==> src/rtl/event_rr_arbiter.sv <==
// event_rr_arbiter
//   Round-robin arbiter that shares one registered event channel (valid/ready)
//   between NUM_PIX pixel requesters. Each pixel presents a 2-bit polarity
//   request (2'b10 = ON, 2'b01 = OFF, 2'b00 = idle, 2'b11 = illegal). A granted
//   request becomes an event {addr, pol} and a one-cycle ack pulse returns to
//   the granted pixel so it can clear its request.
//
// Optional feature: define EVT_TIMESTAMP_EN to add a free-running TS_W-bit
//   counter and the evt_ts_o port (counter value captured on the grant edge).
//
// Ports
//   clk_i        in   clock, rising edge
//   reset_i      in   synchronous, active-low reset
//   req_i        in   pixel k request = req_i[2k+1:2k]
//   ack_o        out  one-hot, single-cycle ack to the granted pixel
//   evt_valid_o  out  event valid
//   evt_ready_i  in   downstream ready
//   evt_addr_o   out  granted pixel index
//   evt_pol_o    out  1 = ON, 0 = OFF
//   evt_ts_o     out  event timestamp (EVT_TIMESTAMP_EN only)
//   err_o        out  sticky: some pixel presented 2'b11
module event_rr_arbiter #(
  parameter int unsigned NUM_PIX  = 16,
  parameter int unsigned POLARITY = 2,
`ifdef EVT_TIMESTAMP_EN
  parameter int unsigned TS_W     = 16,
`endif
  localparam int unsigned ADDR_W  = $clog2(NUM_PIX)
) (
  input  logic                         clk_i,
  input  logic                         reset_i,
  input  logic [NUM_PIX*POLARITY-1:0]  req_i,
  output logic [NUM_PIX-1:0]           ack_o,
  output logic                         evt_valid_o,
  input  logic                         evt_ready_i,
  output logic [ADDR_W-1:0]            evt_addr_o,
  output logic                         evt_pol_o,
`ifdef EVT_TIMESTAMP_EN
  output logic [TS_W-1:0]              evt_ts_o,
`endif
  output logic                         err_o
);

  typedef enum logic {
    IDLE,
    VALID
  } state_t;

  state_t              state, state_next;
  logic [ADDR_W-1:0]   rr_ptr;
  logic [ADDR_W-1:0]   sel;
  logic [ADDR_W-1:0]   rr_next;
  logic                found;
  logic                load;
  logic [NUM_PIX-1:0]  legal;
  logic [NUM_PIX-1:0]  illegal;
  logic [NUM_PIX-1:0]  pol_bit;
  logic [NUM_PIX-1:0]  eligible;

  // Per-pixel request decode.
  always_comb begin
    legal   = '0;
    illegal = '0;
    pol_bit = '0;
    for (int unsigned k = 0; k < NUM_PIX; k++) begin
      legal[k]   = req_i[k*POLARITY+1] ^ req_i[k*POLARITY];
      illegal[k] = req_i[k*POLARITY+1] & req_i[k*POLARITY];
      pol_bit[k] = req_i[k*POLARITY+1];
    end
  end

  // The pixel being acked this cycle may still show its old request; masking
  // it with the registered ack prevents a double grant.
  assign eligible = legal & ~ack_o;

  // First eligible index scanning rr_ptr upwards, wrapping modulo NUM_PIX.
  always_comb begin
    int unsigned idx;
    found = 1'b0;
    sel   = '0;
    idx   = 0;
    for (int unsigned i = 0; i < NUM_PIX; i++) begin
      idx = 32'(rr_ptr) + i;
      if (idx >= NUM_PIX) idx = idx - NUM_PIX;
      if (!found && eligible[ADDR_W'(idx)]) begin
        found = 1'b1;
        sel   = ADDR_W'(idx);
      end
    end
  end

  assign rr_next = (sel == ADDR_W'(NUM_PIX - 1)) ? '0 : sel + 1'b1;

  // Next-state / load decision.
  always_comb begin
    state_next = state;
    load       = 1'b0;
    case (state)
      IDLE: begin
        if (found) begin
          load       = 1'b1;
          state_next = VALID;
        end
      end
      VALID: begin
        if (evt_ready_i) begin
          if (found) begin
            load = 1'b1;
          end else begin
            state_next = IDLE;
          end
        end
      end
      default: state_next = IDLE;
    endcase
  end

  always_ff @(posedge clk_i) begin
    if (!reset_i) begin
      state <= IDLE;
    end else begin
      state <= state_next;
    end
  end

  assign evt_valid_o = (state == VALID);

  always_ff @(posedge clk_i) begin
    if (!reset_i) begin
      rr_ptr     <= '0;
      ack_o      <= '0;
      evt_addr_o <= '0;
      evt_pol_o  <= 1'b0;
      err_o      <= 1'b0;
    end else begin
      ack_o <= '0;
      err_o <= err_o | (|illegal);
      if (load) begin
        ack_o      <= NUM_PIX'(1) << sel;
        evt_addr_o <= sel;
        evt_pol_o  <= pol_bit[sel];
        rr_ptr     <= rr_next;
      end
    end
  end

`ifdef EVT_TIMESTAMP_EN
  logic [TS_W-1:0] ts_cnt;

  always_ff @(posedge clk_i) begin
    if (!reset_i) begin
      ts_cnt   <= '0;
      evt_ts_o <= '0;
    end else begin
      ts_cnt <= ts_cnt + 1'b1;
      if (load) begin
        evt_ts_o <= ts_cnt;
      end
    end
  end
`endif

endmodule

==> config.mk <==
export PLATFORM = sky130hd
export DESIGN_NAME = event_rr_arbiter
export DESIGN_NICKNAME = d
export VERILOG_FILES = /design/src/rtl/event_rr_arbiter.sv
export SDC_FILE = /design/constraint.sdc
export NUM_CORES = 1
export LEC_CHECK = 0
export ABC_AREA = 1
export CAP_MARGIN = 20
export CELL_PAD_IN_SITES_DETAIL_PLACEMENT = 0
export CELL_PAD_IN_SITES_GLOBAL_PLACEMENT = 2
export CORE_ASPECT_RATIO = 1.5
export CORE_MARGIN = 2
export CORE_UTILIZATION = 26
export DETAILED_ROUTE_END_ITERATION = 10
export HOLD_SLACK_MARGIN = 0.1
export PLACE_DENSITY = 0.84
export SLEW_MARGIN = 20
export SYNTH_ARGS = -nofsm -noshare
export SYNTH_HDL_FRONTEND = slang
export SYNTH_SLANG_ARGS = --single-unit
export TNS_END_PERCENT = 1
==> constraint.sdc <==
create_clock -name clk_i -period 4.2 [get_ports clk_i]
set_input_delay 1.26 -clock clk_i [delete_from_list [all_inputs] [get_ports clk_i]]
set_output_delay 1.26 -clock clk_i [all_outputs]
set_load 0.02 [all_outputs]
-- After elaboration in Yosys (flattened, before gate mapping)
Index checks and enable logic that the tools add are counted.
- word-level logic and storage cells: 229
- output and inout port bits: 23
- bits of input ports: 35
- register bits: 27
- $lt $le $gt $ge: 33
- equality and inequality tests: 1
- $add $sub $neg: 32
- reductions and logical operators: 32
- bitwise operators: 36
- shifts and indexed selects: 1
- multiplexer cells: 88
- operators by type and width (cell ; count):
    4-bit 2-to-1 mux ; 33
    4-bit by 5-bit less-than comparator with 1-bit output, second input constant ; 17
    5-bit >= comparator, second input constant ; 15
    1-bit binary-select mux with 4-bit select ; 17
    4-bit by 1-bit subtractor with 4-bit output, second input constant ; 16
    4-bit by 4-bit adder with 5-bit output, second input constant ; 8
    1-bit 2-to-1 mux ; 36
    4-bit by 3-bit adder with 5-bit output, second input constant ; 4
    1-bit bitwise AND ; 16
    16-bit bitwise AND ; 1
    16-bit NOT ; 1
    16-bit OR reduction ; 1
    1-bit by 4-bit << shifter with 16-bit output, first input constant ; 1
    1-bit bitwise XOR ; 16
    1-bit logical AND ; 15
    1-bit logical NOT ; 15
    4-bit by 2-bit adder with 5-bit output, second input constant ; 2
    4-bit by 1-bit adder with 5-bit output, second input constant ; 1
    4-bit by 5-bit >= comparator with 1-bit output, second input constant ; 1
    4-bit by 1-bit adder with 4-bit output, second input constant ; 1
    4-bit == test, second input constant ; 1
    1-bit case mux with 2 select lines ; 2
    2-bit AND reduction ; 1
    1-bit NOT ; 1
    1-bit OR ; 1

-- Depth between registers and ports, before layout
- depth in word-level cells: 54
- gate-level depth with buffers: 38
- gate-level depth less buffers: 36

-- Worst setup path after synthesis
OpenSTA, ideal clock, no wires.
- path type: in2reg
- from: input port req_i[26]
- to: register rr_ptr[3]
- setup slack: -0.021 ns
- buffers on the path: 0
- stages: 26
- library setup time: 0.117 ns
- data required time: 4.083 ns
- data arrival time: 4.104 ns
- cells stage by stage: ha_1 > nand3_1 > nand3_1 > nand3_1 > nand3_2 > nand2_4 > nand3_4 > nor2_4 > nand4_2 > nor2_4 > nand3_2 > nor2_2 > nand2_2 > nor2_8 > nand3_2 > o21ai_2 > nor2_1 > nor2_2 > ha_1 > inv_1 > nor2_1 > nand3_1 > nand2_1 > nor2_1 > nor2_1 > nor2_1
- elaborated cells between the ends (all ways): 102
- classes of those cells: 1 x add/sub; 1 x eq/ne; 68 x mux; 2 x bitwise; 30 x reduce/logical
- RTL lines (element ; line ; text):
    start: declaration ; 32 ; input logic [NUM_PIX*POLARITY-1:0] req_i,
    1-bit bitwise XOR * ; 66 ; legal[k] = req_i[k*POLARITY+1] ^ req_i[k*POLARITY];
    16-bit bitwise AND * ; 74 ; assign eligible = legal & ~ack_o;
    1-bit binary-select mux with 4-bit select ; 85 ; if (!found && eligible[ADDR_W'(idx)]) begin
    1-bit 2-to-1 mux (not written as such) ; 85 ;
    1-bit 2-to-1 mux ; 85 ;
    1-bit logical NOT ; 85 ;
    1-bit logical AND ; 85 ;
    1-bit 2-to-1 mux ; 85 ;
    (+37 left out) ; -- ;
    1-bit logical AND ; 85 ;
    1-bit 2-to-1 mux ; 85 ;
    1-bit logical NOT ; 85 ;
    1-bit logical AND ; 85 ;
    4-bit 2-to-1 mux * ; 85 ;
    via sel[1] ; 51 ; logic [ADDR_W-1:0] sel;
    4-bit by 1-bit adder with 4-bit output or 4-bit == test (tied branches) ; 92 ; assign rr_next = (sel == ADDR_W'(NUM_PIX - 1)) ? '0 : sel + 1'b1;
    4-bit 2-to-1 mux * ; 92 ;
    end signal: assignment ; 142 ; rr_ptr <= rr_next;
    end: declaration ; 50 ; logic [ADDR_W-1:0] rr_ptr;
The timed path passes the listed nets; every way through them passes the cells marked *. The select of a mux whose other input is x is not followed.
A chain may end at the register's enable or synchronous reset.

-- Final worst setup path
- from: input port req_i[16]
- to: register rr_ptr[2]
Same word-level chain as after synthesis.

==> results.sh <==
export IMPL_cp_top_family="simple AND/OR/NAND/NOR gates"
export IMPL_max_clock_freq_mhz=235
export IMPL_r2r_start="rr_ptr[0]"
export IMPL_die_h_um=143
export IMPL_hp_start="evt_addr_o[0]"
export IMPL_hp_class="flop to flop"
export IMPL_vias_per_cell=4.99
export IMPL_reg2reg_slack_ns=0.11
export IMPL_grt_max_degree=23
export IMPL_dieArea_um2=13900
export IMPL_finalHoldViolations=0
export IMPL_whs_ns=0.466
export IMPL_antenna_found_initial=0
export IMPL_worst_ep_required_time_ns=4.40
export IMPL_synthesis_area_um2=3370
export IMPL_cp_start_kind="input pin"
export IMPL_layout_nets=767
export IMPL_synth_seq_cells=27
export IMPL_synth_warnings=0
export IMPL_vias=4286
export IMPL_cts_root_buf="clkbuf_16"
export IMPL_setup_ws_ns=-0.0500
export IMPL_numCtsBuffers=3
export IMPL_clock_sinks=27
export IMPL_routed_wl_um=15000
export IMPL_synth_top_cell_by_area="nand3_1"
export IMPL_endpoint_kind="flop"
export IMPL_max_slew_margin_pct=45.0
export IMPL_critPathArrivalTime_ns=4.45
export IMPL_syn_num_nets=608
export IMPL_fin_setup_tns_ns=-0.0888
export IMPL_worstPathBufferInverterCount=4
export IMPL_drv_slew=0
export IMPL_synth_edf_count=0
export IMPL_drive_gt1_share_pct=47.5
export IMPL_htree_levels=1
export IMPL_ctsHoldBuffers=0
export IMPL_cpMostUsedCell="nand2_1"
export IMPL_violations="setup timing"
export IMPL_cap_violations=0
export IMPL_diodes=0
export IMPL_ant_nets=0
export IMPL_finalSetupViolCount=3
export IMPL_max_stage_delay_ns=0.29
export IMPL_path_class="input pin to flop"
export IMPL_fin_worst_skew_ns=0.00691
export IMPL_ios=58
export IMPL_syn_instance_count=545
export IMPL_clk_latency_ns=0.26
export IMPL_grt_pass1_vias=4600
export IMPL_wl_per_cell_um=17.5
export IMPL_ys_flop_type="dfxtp_1"
export IMPL_async_flop_share_pct=0
export IMPL_clock_path_buffers=2
export IMPL_r2r_cells=27
export IMPL_area_growth_syn_to_layout_pct=75.1
export IMPL_overflow=0
export IMPL_place_ws_ns=-0.930
export IMPL_yosysSeqAreaShare_pct=16.1
export IMPL_r2r_end="rr_ptr[3]"
export IMPL_path_clk_slew_ns=0.07
export IMPL_slowest_stage="ha_4"
export IMPL_synth_top_area_share_pct=19.6
export IMPL_die_w_um=96.9
export IMPL_initial_utilization_pct=26.8
export IMPL_drc=0
export IMPL_place_gp_congestion=0.996
export IMPL_holdPathEnd="evt_addr_o[0]"
export IMPL_grtUsageTotal_pct=21.4
export IMPL_worst_pin_slew_ns=0.818
export IMPL_rows=50
export IMPL_worst_hold_path_num_cells=2
export IMPL_grt_pass1_wl_um=23400
export IMPL_status="finished with violations"
export IMPL_post_route_period_util_pct=101
export IMPL_first_pass_iters=4
export IMPL_fin_crit_ns=4.25
export IMPL_port_buffers=57
export IMPL_hpwl_um=11900
export IMPL_synth_cell_types=45
export IMPL_critPathMaxFanout=5
export IMPL_cts_tree="yes"
export IMPL_rsz0062_at_grt="true"
export IMPL_core_um2=12600
export IMPL_drt_iter0_drc=135
export IMPL_synth_area_leaders="nand3_1 20%, dfxtp_1 16%, nand2_1 14%"
export IMPL_postSynthAreaPerCell_um2=6.18
worst max path at each step:
stage	from	endpoint	slack (ns)	cells past startpoint
4_1_cts	req_i[7]	rr_ptr[3]	-0.01	29
5_1_grt	req_i[21]	evt_pol_o	-0.19	30
2_1_floorplan	req_i[26]	rr_ptr[3]	-0.02	26
6_report	req_i[16]	rr_ptr[2]	-0.05	27
3_5_place_dp	req_i[5]	rr_ptr[2]	-0.93	25
3_3_place_gp	req_i[5]	rr_ptr[2]	-0.93	25
logic make-up (layout without fill, tap and decap cells):
logic type,after synthesis,in the layout,synth area share [%]
XOR/XNOR,6,6,2.57
adder cells (fa/ha/maj),28,28,10.4
buffers and inverters,90,248,11.5
AO/OA/AOI/OAI,38,38,6.32
AND/OR/NAND/NOR,355,355,52.9
flip-flops,27,27,16.1
multiplexers,1,1,0.297
tightest hold or removal path: stages (launching register included):
cell and delay (ns):
dfxtp_1 0.31, nand2_1 0.06, a21oi_1 0.05
synth_stat cells, types with 2 or more instances:
cell	count
nor2_4	3
nand2_1	122
a31oi_1	2
inv_2	7
nand3_1	132
buf_4	3
inv_1	65
nand3_2	11
nor3_1	11
clkbuf_1	5
nand4_1	7
nor2_1	42
a211oi_1	2
a21oi_1	14
nor2_2	6
o21ai_1	4
buf_6	4
o21ai_0	12
or2_1	2
buf_2	4
nand2_4	2
dfxtp_1	27
nand2_2	3
nand4_2	2
xor2_1	3
ha_1	28
nor4_1	4
flip-flops by register name, indices dropped and copies added (netlist names):
| name | cells |
|---|---|
| ack_o | 16 |
| evt_addr_o | 4 |
| rr_ptr | 4 |
| err_o | 1 |
| evt_pol_o | 1 |
| evt_valid_o | 1 |
repair_timing:
item | in CTS | in global routing
resized for setup | 281 | 54
endpoints found under the setup margin | 25 | 21
buffers inserted | 22 | 3
pin swaps | 70 | 48
cell type report:
cell class	count	area, µm²
Fill cell	1227	6680
Multi-Input combinational cell	428	3450
Timing Repair Buffer	170	1350
Sequential cell	27	542
Inverter	74	284
Tap cell	156	195
Clock buffer	4	78.8
placed cells by master (no fill, tap or decap), drive strengths merged, types with 2 or more instances in the layout:
cell type,n
nand3,144
nor4,4
nor2,52
clkbuf,4
buf,145
a31oi,2
clkdlybuf4s50,25
xor2,5
nand2,127
nor3,13
dfxtp,27
a211oi,2
o21ai,17
or2,2
a21oi,14
ha,28
and2,2
nand4,10
inv,73
per-stage QoR:
stage | instances | util, % | instance area (µm²)
6_report | 859 | 46.9 | 5890
5_1_grt | 859 | 46.9 | 5890
4_1_cts | 856 | 44.7 | 5630
3_5_place_dp | 830 | 37.3 | 4690
3_3_place_gp | 830 | 37.3 | 4690
2_1_floorplan | 545 | - | 3370
per-layer routing:
layer / track usage (%) / up-vias / part of all wire [%]
li1: - / 2125 / -
met1: 21.4 / 1988 / 36
met2: 41.7 / 119 / 53
met3: 1.26 / 54 / 2.7
met4: 15.3 / 0 / 8.1
met5: 0 / - / 0
Power is left out: the tool's default activity adds up to more than one toggle a clock period on the data nets, which glitch-free logic cannot reach.
